**src/rtl/seven_seg_mux_pkg.sv**
```systemverilog
// Shared constants for the seven-segment multiplexer: active-low polarities
// and the hex glyph table (bit 0 = segment a ... bit 6 = segment g).
package seven_seg_mux_pkg;

  localparam logic ANODE_ON  = 1'b0;
  localparam logic ANODE_OFF = 1'b1;
  localparam logic DP_ON     = 1'b0;
  localparam logic DP_OFF    = 1'b1;

  localparam logic [6:0] SEG_DARK = 7'h7F;

  // Active-low glyphs for 0-9, A, b, C, d, E, F.
  localparam logic [6:0] SEG_PATTERNS [16] = '{
    7'h40, 7'h79, 7'h24, 7'h30, 7'h19, 7'h12, 7'h02, 7'h78,
    7'h00, 7'h10, 7'h08, 7'h03, 7'h46, 7'h21, 7'h06, 7'h0E
  };

endpackage

```
**src/rtl/seven_seg_mux_seg7_decode.sv**
```systemverilog
// Combinational hex-nibble to active-low seven-segment decoder.
module seg7_decode
  import seven_seg_mux_pkg::*;
(
  input  logic [3:0] nibble,
  output logic [6:0] seg_n
);

  assign seg_n = SEG_PATTERNS[nibble];

endmodule

```
**src/rtl/seven_seg_mux.sv**
```systemverilog
// Time-multiplexed hex display driver with dead time, PWM dimming, blanking,
// leading-zero suppression and frame-atomic double-buffered display data.
module seven_seg_mux
  import seven_seg_mux_pkg::*;
#(
  parameter int N_DIGITS    = 4,
  parameter int SLOT_CYCLES = 25000,
  parameter int DEAD_CYCLES = 2,
  parameter int PWM_BITS    = 4
) (
  input  logic                  clk,
  input  logic                  reset,
  input  logic [4*N_DIGITS-1:0] value,
  input  logic [N_DIGITS-1:0]   dp,
  input  logic [N_DIGITS-1:0]   blank,
  input  logic                  lz_suppress,
  input  logic [PWM_BITS-1:0]   brightness,
  input  logic                  load,
  output logic [6:0]            seg,
  output logic                  dp_n,
  output logic [N_DIGITS-1:0]   digit,
  output logic                  frame_start
);

  localparam int SLOT_W = $clog2(SLOT_CYCLES);
  localparam int IDX_W  = (N_DIGITS > 1) ? $clog2(N_DIGITS) : 1;

  localparam logic [SLOT_W-1:0] LAST_SLOT  = SLOT_W'(SLOT_CYCLES - 1);
  localparam logic [SLOT_W-1:0] DEAD_START = SLOT_W'(DEAD_CYCLES);
  localparam logic [IDX_W-1:0]  LAST_IDX   = IDX_W'(N_DIGITS - 1);

  logic [SLOT_W-1:0]     slot_q, slot_d;
  logic [IDX_W-1:0]      idx_q, idx_d;
  logic [PWM_BITS-1:0]   pwm_q, pwm_d;

  logic [4*N_DIGITS-1:0] shadow_value_q, shadow_value_d;
  logic [N_DIGITS-1:0]   shadow_dp_q, shadow_dp_d;
  logic [N_DIGITS-1:0]   shadow_blank_q, shadow_blank_d;
  logic [4*N_DIGITS-1:0] live_value_q, live_value_d;
  logic [N_DIGITS-1:0]   live_dp_q, live_dp_d;
  logic [N_DIGITS-1:0]   live_blank_q, live_blank_d;

  logic [6:0]            seg_q, seg_d;
  logic                  dp_n_q, dp_n_d;
  logic [N_DIGITS-1:0]   digit_q, digit_d;
  logic                  frame_start_q, frame_start_d;

  logic                  slot_wrap;
  logic                  frame_wrap;
  logic                  hi_zero;
  logic [N_DIGITS-1:0]   dark;
  logic                  anode_on;
  logic [3:0]            cur_nibble;
  logic [6:0]            dec_seg;

  seg7_decode u_decode (
    .nibble (cur_nibble),
    .seg_n  (dec_seg)
  );

  // Live data only changes on the edge that enters slot 0 of a new frame; a
  // load on that same edge bypasses the shadow so it is not lost for a frame.
  always_comb begin
    slot_wrap  = (slot_q == LAST_SLOT);
    frame_wrap = slot_wrap && (idx_q == LAST_IDX);

    slot_d = slot_wrap ? '0 : slot_q + 1'b1;
    idx_d  = idx_q;
    if (slot_wrap) begin
      idx_d = (idx_q == LAST_IDX) ? '0 : idx_q + 1'b1;
    end
    pwm_d = pwm_q + 1'b1;

    shadow_value_d = load ? value : shadow_value_q;
    shadow_dp_d    = load ? dp    : shadow_dp_q;
    shadow_blank_d = load ? blank : shadow_blank_q;

    live_value_d = frame_wrap ? shadow_value_d : live_value_q;
    live_dp_d    = frame_wrap ? shadow_dp_d    : live_dp_q;
    live_blank_d = frame_wrap ? shadow_blank_d : live_blank_q;
  end

  // Leading-zero suppression scans from the top digit down; digit 0 always shows.
  always_comb begin
    hi_zero = 1'b1;
    dark    = '0;
    for (int i = N_DIGITS - 1; i >= 0; i--) begin
      hi_zero = hi_zero & (live_value_q[4*i +: 4] == 4'h0);
      dark[i] = live_blank_q[i] | (lz_suppress & hi_zero & (i != 0));
    end

    cur_nibble = live_value_q[4*idx_q +: 4];
    anode_on   = (slot_q >= DEAD_START) && (pwm_q <= brightness) && !dark[idx_q];

    digit_d       = {N_DIGITS{ANODE_OFF}};
    seg_d         = SEG_DARK;
    dp_n_d        = DP_OFF;
    frame_start_d = (slot_q == '0) && (idx_q == '0);
    if (anode_on) begin
      digit_d[idx_q] = ANODE_ON;
      seg_d          = dec_seg;
      dp_n_d         = live_dp_q[idx_q] ? DP_ON : DP_OFF;
    end
  end

  always_ff @(posedge clk) begin
    if (reset) begin
      slot_q         <= '0;
      idx_q          <= '0;
      pwm_q          <= '0;
      shadow_value_q <= '0;
      shadow_dp_q    <= '0;
      shadow_blank_q <= '0;
      live_value_q   <= '0;
      live_dp_q      <= '0;
      live_blank_q   <= '0;
      seg_q          <= SEG_DARK;
      dp_n_q         <= DP_OFF;
      digit_q        <= {N_DIGITS{ANODE_OFF}};
      frame_start_q  <= 1'b0;
    end else begin
      slot_q         <= slot_d;
      idx_q          <= idx_d;
      pwm_q          <= pwm_d;
      shadow_value_q <= shadow_value_d;
      shadow_dp_q    <= shadow_dp_d;
      shadow_blank_q <= shadow_blank_d;
      live_value_q   <= live_value_d;
      live_dp_q      <= live_dp_d;
      live_blank_q   <= live_blank_d;
      seg_q          <= seg_d;
      dp_n_q         <= dp_n_d;
      digit_q        <= digit_d;
      frame_start_q  <= frame_start_d;
    end
  end

  assign seg         = seg_q;
  assign dp_n        = dp_n_q;
  assign digit       = digit_q;
  assign frame_start = frame_start_q;

endmodule

```
**config.mk**
```make
export PLATFORM = sky130hd
export DESIGN_NAME = seven_seg_mux
export DESIGN_NICKNAME = d
export VERILOG_FILES = /design/src/rtl/seven_seg_mux_pkg.sv /design/src/rtl/seven_seg_mux_seg7_decode.sv /design/src/rtl/seven_seg_mux.sv
export SDC_FILE = /design/constraint.sdc
export NUM_CORES = 1
export LEC_CHECK = 0
export ABC_CLOCK_PERIOD_IN_PS = 2650
export CAP_MARGIN = 20
export CORE_MARGIN = 2
export CORE_UTILIZATION = 30
export CTS_BUF_LIST = sky130_fd_sc_hd__clkbuf_8
export DETAILED_ROUTE_END_ITERATION = 8
export GPL_TIMING_DRIVEN = 0
export PLACE_DENSITY = 0.59
export SKIP_CTS_REPAIR_TIMING = 1
export SYNTH_ARGS = -nofsm -noshare
export SYNTH_HDL_FRONTEND = slang
export SYNTH_HIERARCHICAL = 1
export SYNTH_SLANG_ARGS = --single-unit
```
**constraint.sdc**
```tcl
create_clock -name clk -period 2.65 [get_ports clk]
set_input_delay 0.6625 -clock clk [delete_from_list [all_inputs] [get_ports clk]]
set_output_delay 0.6625 -clock clk [all_outputs]
set_load 0.01 [all_outputs]
```
; ---- After elaboration in Yosys (flattened, before gate mapping)
; Memory sizes are Yosys's and may differ from the RTL's. A register that Yosys moved wholly into a read port is not among the register bits.
; Cells that the tools add are included.
[classes]
add_sub_neg = 3
order_cmp = 4
n_eq_ne = 2
shift = 1
mux = 11
bitwise = 11
reduce_logical = 13
[ops]
columns = op, n
row1 = $mux W16, 1
row2 = $shiftx A16 B5 Y4, 1
row3 = $add A15 B1 Y15 const B, 1
row4 = $eq A15 B15 Y1 const B, 1
row5 = $ge A15 B2 Y1 const B, 1
row6 = $logic_not A15 Y1, 1
row7 = $logic_not A4 Y1, 3
row8 = $mux W4, 2
row9 = $and A1 B1 Y1, 5
row10 = $logic_and A1 B1 Y1, 5
row11 = $not A4 Y5, 1
row12 = $add A4 B1 Y4 const B, 1
row13 = $bmux W1 S2, 2
row14 = $le A4 B4 Y1, 1
row15 = $mux W1, 4
row16 = $not A4 Y4, 1
row17 = $reduce_or A2 Y1, 2
row18 = $lt A2 B3 Y1 const B, 1
row19 = $or A1 B1 Y1, 3
row20 = $add A2 B1 Y2 const B, 1
row21 = $demux W1 S2, 1
row22 = $eq A2 B2 Y1 const B, 1
row23 = $ge A2 B1 Y1 const B, 1
row24 = $logic_not A2 Y1, 1
row25 = other kinds (3), 3
[word_totals]
register_bits = 75
romBits = 112
out_inout_bits = 13
elab_cells = 58
memories = 1
[mem_list]
columns = name, words, width, read_ports, rd_clocked_by_memory_dff, write_ports, line_no
row1 = (no name shown), 16, 7, 1, 1, 0, seven_seg_mux_seg7_decode.sv:9  ; assign seg_n = SEG_PATTERNS[nibble];

; ---- Longest topological paths before layout
; Gate-level depths: netlist of run 1.
[depth]
word_depth = 11
depth_mapped = 8

; ---- Cells and area by module
; The synthesis of run 1 kept the hierarchy.
[modules_own_cells]
columns = mod, n_inst, cells_per_inst, area_each_um2, seq_area_each_um2
row1 = seven_seg_mux, 1, 330, 3528.4, 1641.6
row2 = seg7_decode, 1, 33, 269.0, 0.0

; ---- Worst setup path before layout of run 1
; OpenSTA, ideal clock, no wires.
[synth_timing]
path_kind = reg2reg
from = register idx_q[0]
to = register seg_q[3] (netlist: seg[3])
setup_ps = 138
arrival_ps = 2266
required_ps = 2512
slack_ps = 245
path_stages_with_launch = 8
path_buffers = 1
synth_period_minus_slack_ps = 2405
path_cell_list = dfxtp_1 buf_1 mux4_2 inv_1 ha_1 inv_1 mux4_2 nand4b_1
[synth_via]
word_cells_on_any_way = 8
cone_classes = 1 x shift / 2 x mux / 2 x bitwise / 3 x reduce/logical
[synth_lines]
columns = element, line_no
row1 = start: declaration, seven_seg_mux.sv:33  ; logic [IDX_W-1:0] idx_q, idx_d;
row2 = start signal: assignment, seven_seg_mux.sv:123  ; idx_q <= idx_d;
row3 = $shiftx A16 B5 Y4, seven_seg_mux.sv:92  ; cur_nibble = live_value_q[4*idx_q +: 4];
row4 = named net cur_nibble[0], seven_seg_mux.sv:53  ; logic [3:0] cur_nibble;
row5 = $not A4 Y5 (not written as such), seven_seg_mux_seg7_decode.sv:9
row6 = end: declaration, seven_seg_mux.sv:43  ; logic [6:0] seg_q, seg_d;
; The timed path passes the listed nets, and every way through them passes these cells. The select of a mux whose other input is x is not followed.
; A chain may end at the register's enable or synchronous reset.

; ---- Worst setup path after layout of run 1
; Same ends and word-level chain as after synthesis.

==> summary.txt, run 1 <==
Detailed routing
  • Vias per inst: 4.52
  • DR WL/cell: 13.4 microns
  • Final Routed Wirelength: 7970 microns
  • Antenna-violating nets left: 0
  • Detailed-routing iteration count for the pre-antenna-repair pass: 4
  • Number of vias after detailed routing: 2679
  • Detailed router's first-iteration violation count: 119
  • DRC violations left: 0

Clocking
  • Worst-Skew Late Latency: 360 ps
  • Clock root buffer: sky130_fd_sc_hd__clkbuf_8
  • Clock transition at the register clock pins on the worst setup and hold paths after CTS: 80 ps
  • CTS tree: done
  • CTS H-Tree Depth: 3
  • Clock sink count: 82
  • Maximum buffer depth of the clock tree: 2
  • Total clock buffers created by CTS: 9

Synthesis
  • Net count after synthesis: 414
  • Cell area after synthesis: 3800 sq um
  • Part of the Yosys area used for sequential elements: 43.2%
  • Post-synthesis cell type with the largest combined area: sky130_fd_sc_hd__dfxtp_1
  • Area share of the leading cell type in the synthesized netlist: 43.2%
  • Most area-consuming cells after synthesis: sky130_fd_sc_hd__dfxtp_1 (43%), sky130_fd_sc_hd__mux2i_1 (8.4%), sky130_fd_sc_hd__mux2_4 (7.9%)
  • Number of unique standard cell types used by synthesis: 43
  • Post-Syn Area per Cell: 10.5 sq um
  • Register bit count reported by yosys: 82
  • Mapped Cells: 363
  • Yosys warns: 6

Placed design
  • Number of buffers added on ports: 43
  • Placer's final routability congestion estimate: 0.812
  • Hpwl dp: 5970 microns
  • Worst slack, placed: -363 ps

Power and ir drop
  • Internal power component: 1940 uW
  • Net switching component of the power: 567 uW
  • Reported leakage power: 0.00190 uW
  • Worst VDD drop: 0.197 mV
  • Switching power share of the total: 22.6%
  • Proportion of power drawn by combinational gates: 8.8%
  • Power share of the sequential group: 51.5%
  • Proportion of power drawn by the clock network: 39.7%
  • Areal power density over the cells: 537 nW/um^2
  • Overall power consumption: 2510 uW

Finish
  • Number of diodes added for antenna fixing: 0
  • Fraction of final layout cells sized beyond drive strength 1: 13.5%
  • Area growth from synthesis to layout: 23.0%
  • Multi-input gate area in the final layout: 2010 sq um
  • # nets final: 468
  • Area used by sequential logic in the layout: 1640 sq um
  • Filler Cells Inserted: 1233

Timing
  • Final worst setup slack: 162 ps
  • Relative max-transition margin: 43.3%
  • Final setup TNS: 0 ps
  • Clock Skews: 10.0 ps
  • Number of pins with negative max-slew slack in the final report: 0
  • Highest Clock Rate: 402 MHz
  • Final setup fails: 0
  • Minimum period implied by the final worst setup slack: 2490 ps
  • Final number of hold-violating endpoints: 0
  • Unrepaired setup endpoints after global routing: false
  • Worst Tran Pin Value: 850 ps
  • Share of the clock period used by the worst path after layout: 93.9%

Critical path
  • Worst flop-to-flop path endpoint: seg[3]$_SDFF_PP1_
  • Largest driver fanout on the critical path: 10
  • Path depth of the worst reg2reg path: 7
  • Crit. Startpoint: idx_q[0]$_SDFFE_PP0N_
  • Crit path capture type: flip-flop
  • Arrival time of the worst setup path: 2700 ps
  • Reg-to-reg setup timing slack: 160 ps
  • Critical setup path kind: reg -> reg
  • Setup crit start kind: flip-flop
  • Data required time of the worst path: 2870 ps
  • Critical path endpoint: seg[3]$_SDFF_PP1_
  • RR Startpoint: idx_q[0]$_SDFFE_PP0N_

Global route
  • All-Layer GR Usage: 12.5%
  • Total congestion overflow: 0
  • Vias in the first global route: 2687
  • Number of antenna violations at the first check in global routing: 0
  • Pin count of the biggest net entering global routing: 14
  • Wire length of the first global-routing pass: 13100 microns

Die
  • Standard-cell rows: 41
  • Core ar.: 12500 sq um
  • Effective utilization at floorplan: 30.5%
  • Die Outline Area: 13600 sq um
  • Vertical die dimension: 117 microns
  • Chip width: 117 microns
  • Io pins: 45

Outcome
  • Result of the run: finished clean

Hold path
  • Min-delay worst type: reg -> reg

Run
  • Max Cap Viol: 0
==> final cells by class <==
cell class	count	area share [%]
Sequential cell	82	35.2
Inverter	13	1.05
Buffer	21	2.33
Timing Repair Buffer	43	9.22
Clock buffer	10	2.95
Multi-Input combinational cell	247	43.0
Clock inverter	5	1.71
Tap cell	172	4.61
==> worst min-delay path by stage <==
stage | from | end | cells after the start
5_1_grt | pwm_q[0]$_SDFF_PP0_ | pwm_q[0]$_SDFF_PP0_ | 1
3_5_place_dp | slot_q[0]$_SDFF_PP0_ | slot_q[0]$_SDFF_PP0_ | 1
6_report | slot_q[0]$_SDFF_PP0_ | slot_q[0]$_SDFF_PP0_ | 1
2_1_floorplan | slot_q[0]$_SDFF_PP0_ | slot_q[0]$_SDFF_PP0_ | 1
3_3_place_gp | slot_q[0]$_SDFF_PP0_ | slot_q[0]$_SDFF_PP0_ | 1
4_1_cts | slot_q[0]$_SDFF_PP0_ | slot_q[0]$_SDFF_PP0_ | 1
==> per-layer routing <==
layer	GRT usage (%)	share of wire, %
met2	19.5	43
met1	16.9	51
met5	0	0
met4	3.57	1.2
met3	3.53	4.4
==> registers in the layout, summed over array words and instances, names as in the netlist <==
register	count
seg	7
live_dp_q	4
shadow_blank_q	4
dp_n	1
pwm_q	4
shadow_value_q	16
shadow_dp_q	4
idx_q	2
live_blank_q	4
slot_q	15
digit	4
frame_start	1
live_value_q	16
==> layout by cell type, fill, tap and decap left out, types with 3 or more instances in the layout <==
cell type,synthesis,layout
sky130_fd_sc_hd__clkbuf_8,0,10
sky130_fd_sc_hd__mux4_2,6,6
sky130_fd_sc_hd__nor4_1,4,4
sky130_fd_sc_hd__nor2b_1,26,26
sky130_fd_sc_hd__clkdlybuf4s50_1,0,43
sky130_fd_sc_hd__a21oi_1,5,5
sky130_fd_sc_hd__nand3_1,6,6
sky130_fd_sc_hd__xnor2_1,5,5
sky130_fd_sc_hd__o31ai_1,3,3
sky130_fd_sc_hd__clkbuf_1,13,12
sky130_fd_sc_hd__mux2i_1,32,32
sky130_fd_sc_hd__nand4b_1,7,7
sky130_fd_sc_hd__inv_1,13,14
sky130_fd_sc_hd__mux2_4,20,20
sky130_fd_sc_hd__buf_6,3,3
sky130_fd_sc_hd__nand2_1,9,9
sky130_fd_sc_hd__o21ai_0,4,4
sky130_fd_sc_hd__xor2_1,7,7
sky130_fd_sc_hd__mux2_2,4,4
sky130_fd_sc_hd__or4_1,3,3
sky130_fd_sc_hd__ha_1,19,19
sky130_fd_sc_hd__or3_1,4,4
sky130_fd_sc_hd__nor2_1,54,54
sky130_fd_sc_hd__nand4_1,9,9
sky130_fd_sc_hd__dfxtp_1,82,82
==> critical path: stages (launching register included) <==
cell and delay, ps:
sky130_fd_sc_hd__dfxtp_1 450, sky130_fd_sc_hd__buf_2 290, sky130_fd_sc_hd__mux4_2 620, sky130_fd_sc_hd__inv_1 170, sky130_fd_sc_hd__ha_1 150, sky130_fd_sc_hd__inv_1 50, sky130_fd_sc_hd__mux4_2 450, sky130_fd_sc_hd__nand4b_1 180
==> cell families after synthesis <==
logic type | after synthesis | synth area share, %
flip-flops | 82 | 43.2
AND/OR/NAND/NOR | 134 | 19.2
multiplexers | 62 | 21.1
buffers and inverters | 34 | 4.09
AO/OA/AOI/OAI | 20 | 3.33
XOR/XNOR | 12 | 2.77
adder cells (fa/ha/maj) | 19 | 6.26
==> stage by stage <==
stage | instances | area [sq um] | hold WS [ps] | util (%)
floorplan | 363 | 3800 | 425 | -
global placement | 578 | 4440 | 440 | 35.6
detailed placement | 578 | 4440 | 452 | 35.6
CTS | 593 | 4660 | 471 | 37.4
global route | 593 | 4670 | 497 | 37.5
finish | 593 | 4670 | 468 | 37.5
==> cells in the mapped netlist (all sizes together) <==
| cell | count |
|---|---|
| dfxtp | 82 |
| nor2 | 54 |
| mux2i | 32 |
| nor2b | 26 |
| mux2 | 24 |
| ha | 19 |
| clkbuf | 13 |
| inv | 13 |
| nand2 | 10 |
| nand4 | 9 |
| buf | 8 |
| nand4b | 7 |
| xor2 | 7 |
| mux4 | 6 |
| nand3 | 6 |
| o21ai | 6 |
| a21oi | 5 |
| nor4 | 5 |
| xnor2 | 5 |
| or3 | 4 |
| or4 | 4 |
| o31ai | 3 |
| and3 | 2 |
| nand2b | 2 |
| a211oi | 1 |
| a221oi | 1 |
| a31oi | 1 |
| a32o | 1 |
| a41oi | 1 |
| and2 | 1 |
| and4b | 1 |
| nor4bb | 1 |
| o211ai | 1 |
| or2 | 1 |
| or4b | 1 |
==> power by group through the flow <==
stage / Clock (uW) / Combinational, uW / Sequential (uW)
final: 997 / 220 / 1290
after global routing: 1090 / 245 / 1300
after CTS: 1030 / 221 / 1290
after detailed placement: 0 / 220 / 1320
after global placement: 0 / 214 / 1320
after floorplan: 0 / 104 / 1330
Note: power is estimated with default switching activity, not from simulation.
==> inputs of run 2 (changes only) <==
CTS_BUF_LIST = sky130_fd_sc_hd__clkbuf_16   (was sky130_fd_sc_hd__clkbuf_8)
==> run 2 against run 1 <==
Global-route usage up 0.23 points; first-iteration DRC count decreased by 16%; register-to-register slack is essentially flat; largest power group is now the clock network; highest routed layer unchanged.
==> summary.txt, run 2 (same netlist as run 1, synthesis figures left out) <==
Critical path
  • Peak per-stage delay on the critical path: 620 ps
  • Kind of cell adding the most delay to the critical path: multiplexers
  • Worst flop-to-flop path endpoint: seg[3]$_SDFF_PP1_
  • Crit path capture type: flip-flop
  • Path depth of the worst reg2reg path: 7
  • Cell-by-cell trace of the critical path: buf_2, mux4_2, inv_1, ha_1, inv_1, mux4_2, nand4b_1
  • Setup crit start kind: flip-flop
  • RR Startpoint: idx_q[0]$_SDFFE_PP0N_
  • Critical path endpoint: seg[3]$_SDFF_PP1_
  • Data required time of the worst path: 2850 ps
  • Total stage count of the critical path: 7
  • Reg-to-reg setup timing slack: 170 ps
  • Crit. Startpoint: idx_q[0]$_SDFFE_PP0N_
  • Critical setup path kind: reg -> reg
  • Arrival time of the worst setup path: 2680 ps
  • Largest driver fanout on the critical path: 10
  • Buffers and inverters on the worst path: 3
  • Critical path's slowest cell: sky130_fd_sc_hd__mux4_2

Global route
  • Pin count of the biggest net entering global routing: 14
  • Vias in the first global route: 2709
  • Met3 GRT Util: 3.22%
  • Met2 GRT Util: 19.8%
  • Number of antenna violations at the first check in global routing: 0
  • GR Util met1: 17.0%
  • Wire length of the first global-routing pass: 13200 microns
  • Layer with the highest usage: met2
  • Total congestion overflow: 0
  • All-Layer GR Usage: 12.7%

Clocking
  • Worst-Skew Late Latency: 340 ps
  • CTS tree: done
  • Maximum buffer depth of the clock tree: 2
  • Total clock buffers created by CTS: 9
  • Clock root buffer: sky130_fd_sc_hd__clkbuf_16
  • Clock transition at the register clock pins on the worst setup and hold paths after CTS: 60 ps
  • CTS H-Tree Depth: 3
  • Clock sink count: 82

Timing
  • Unrepaired setup endpoints after global routing: false
  • Share of the clock period used by the worst path after layout: 93.7%
  • Highest Clock Rate: 403 MHz
  • Final number of hold-violating endpoints: 0
  • Final setup fails: 0
  • Number of pins with negative max-slew slack in the final report: 0
  • Final worst setup slack: 168 ps
  • Final Hold Slack: 464 ps
  • Relative max-transition margin: 45.0%
  • Worst Tran Pin Value: 825 ps
  • Clock Skews: 7.77 ps
  • Minimum period implied by the final worst setup slack: 2480 ps

Detailed routing
  • Final Routed Wirelength: 8140 microns
  • Vias per inst: 4.55
  • Number of vias after detailed routing: 2697
  • DR WL/cell: 13.7 microns
  • Antenna-violating nets left: 0
  • DRC violations left: 0
  • Detailed-routing iteration count for the pre-antenna-repair pass: 4
  • Detailed router's first-iteration violation count: 100

Die
  • Standard-cell rows: 41
  • Chip width: 117 microns
  • Effective utilization at floorplan: 30.5%
  • Die Outline Area: 13600 sq um
  • Vertical die dimension: 117 microns
  • Io pins: 45
  • Core ar.: 12500 sq um

Run
  • Max Cap Viol: 0

Hold path
  • Min-delay worst type: reg -> reg
  • Worst hold start: slot_q[0]$_SDFF_PP0_

Placed design
  • Cell count after placement: 578
  • Worst slack, placed: -363 ps
  • Hpwl dp: 5970 microns
  • Placer's final routability congestion estimate: 0.812
  • Number of buffers added on ports: 43

Outcome
  • Result of the run: finished clean

Finish
  • Area growth from synthesis to layout: 25.4%
  • Registers with the highest flip-flop counts: live_value_q x16, shadow_value_q x16, slot_q x15
  • # nets final: 468
  • Most common cell after layout, fill and taps aside: sky130_fd_sc_hd__dfxtp_1
  • Non-filler cells in the finished layout: 593
  • Fraction of final layout cells sized beyond drive strength 1: 13.3%
  • Number of diodes added for antenna fixing: 0
  • Most frequent cells in the layout: sky130_fd_sc_hd__dfxtp_1 (82), sky130_fd_sc_hd__nor2_1 (54), sky130_fd_sc_hd__clkdlybuf4s50_1 (43), sky130_fd_sc_hd__mux2i_1 (32), sky130_fd_sc_hd__nor2b_1 (26)

Power and ir drop
  • Reported leakage power: 0.00194 uW
  • Worst VDD drop: 0.273 mV
  • Areal power density over the cells: 594 nW/um^2
[run 2: cell types whose count changed in the layout (fill, tap and decap cells not counted)]
cell                        previous run  this run
sky130_fd_sc_hd__clkinv_1              0         1
sky130_fd_sc_hd__clkbuf_8             10         0
sky130_fd_sc_hd__clkbuf_16             0         9
[run 2: routing by layer]
metal | wire, microns | vias up
met5 | 0 | -
met4 | 115 | 0
met3 | 329 | 12
met2 | 3610 | 46
met1 | 4090 | 1272
li1 | - | 1367
[run 2: layout make-up]
class | count | area (sq um)
Buffer | 21 | 109
Clock buffer | 9 | 225
Clock inverter | 6 | 83.8
Fill cell | 1216 | 7700
Inverter | 13 | 48.8
Multi-Input combinational cell | 247 | 2010
Sequential cell | 82 | 1640
Tap cell | 172 | 215
Timing Repair Buffer | 43 | 430
[run 2: worst reg2reg max path: cells and delay by family, from the launching register on]
| kind | cells | cell delay (ps) |
|---|---|---|
| muxes | 2 | 1070 |
| buffers and inverters | 3 | 510 |
| DFF | 1 | 440 |
| and+or+nand+nor | 1 | 180 |
| adders and majority gates | 1 | 150 |
[run 2: metrics by stage]
| step | cell area, sq um | TNS (ps) | total power, uW | util, % |
|---|---|---|---|---|
| final | 4760 | 0 | 2830 | 38.2 |
| after global routing | 4760 | 0 | 2930 | 38.2 |
| after CTS | 4750 | -128 | 2860 | 38.1 |
| after detailed placement | 4440 | -3610 | 1540 | 35.6 |
| after global placement | 4440 | -3250 | 1530 | 35.6 |
| after floorplan | 3800 | 0 | 1430 | - |
[run 2: worst min path at each step]
stage	end	slack, ps	cells past startpoint
6_report	slot_q[0]$_SDFF_PP0_	460	1
5_1_grt	pwm_q[0]$_SDFF_PP0_	490	1
4_1_cts	slot_q[0]$_SDFF_PP0_	470	1
3_5_place_dp	slot_q[0]$_SDFF_PP0_	450	1
2_1_floorplan	slot_q[0]$_SDFF_PP0_	430	1
3_3_place_gp	slot_q[0]$_SDFF_PP0_	440	1
[run 2: where the power goes]
part	internal [uW]	leakage [uW]	switching [uW]
registers	1280	0.000669	16.4
clock network	815	0.000150	498
logic	118	0.00112	103
total	2210	0.00194	617
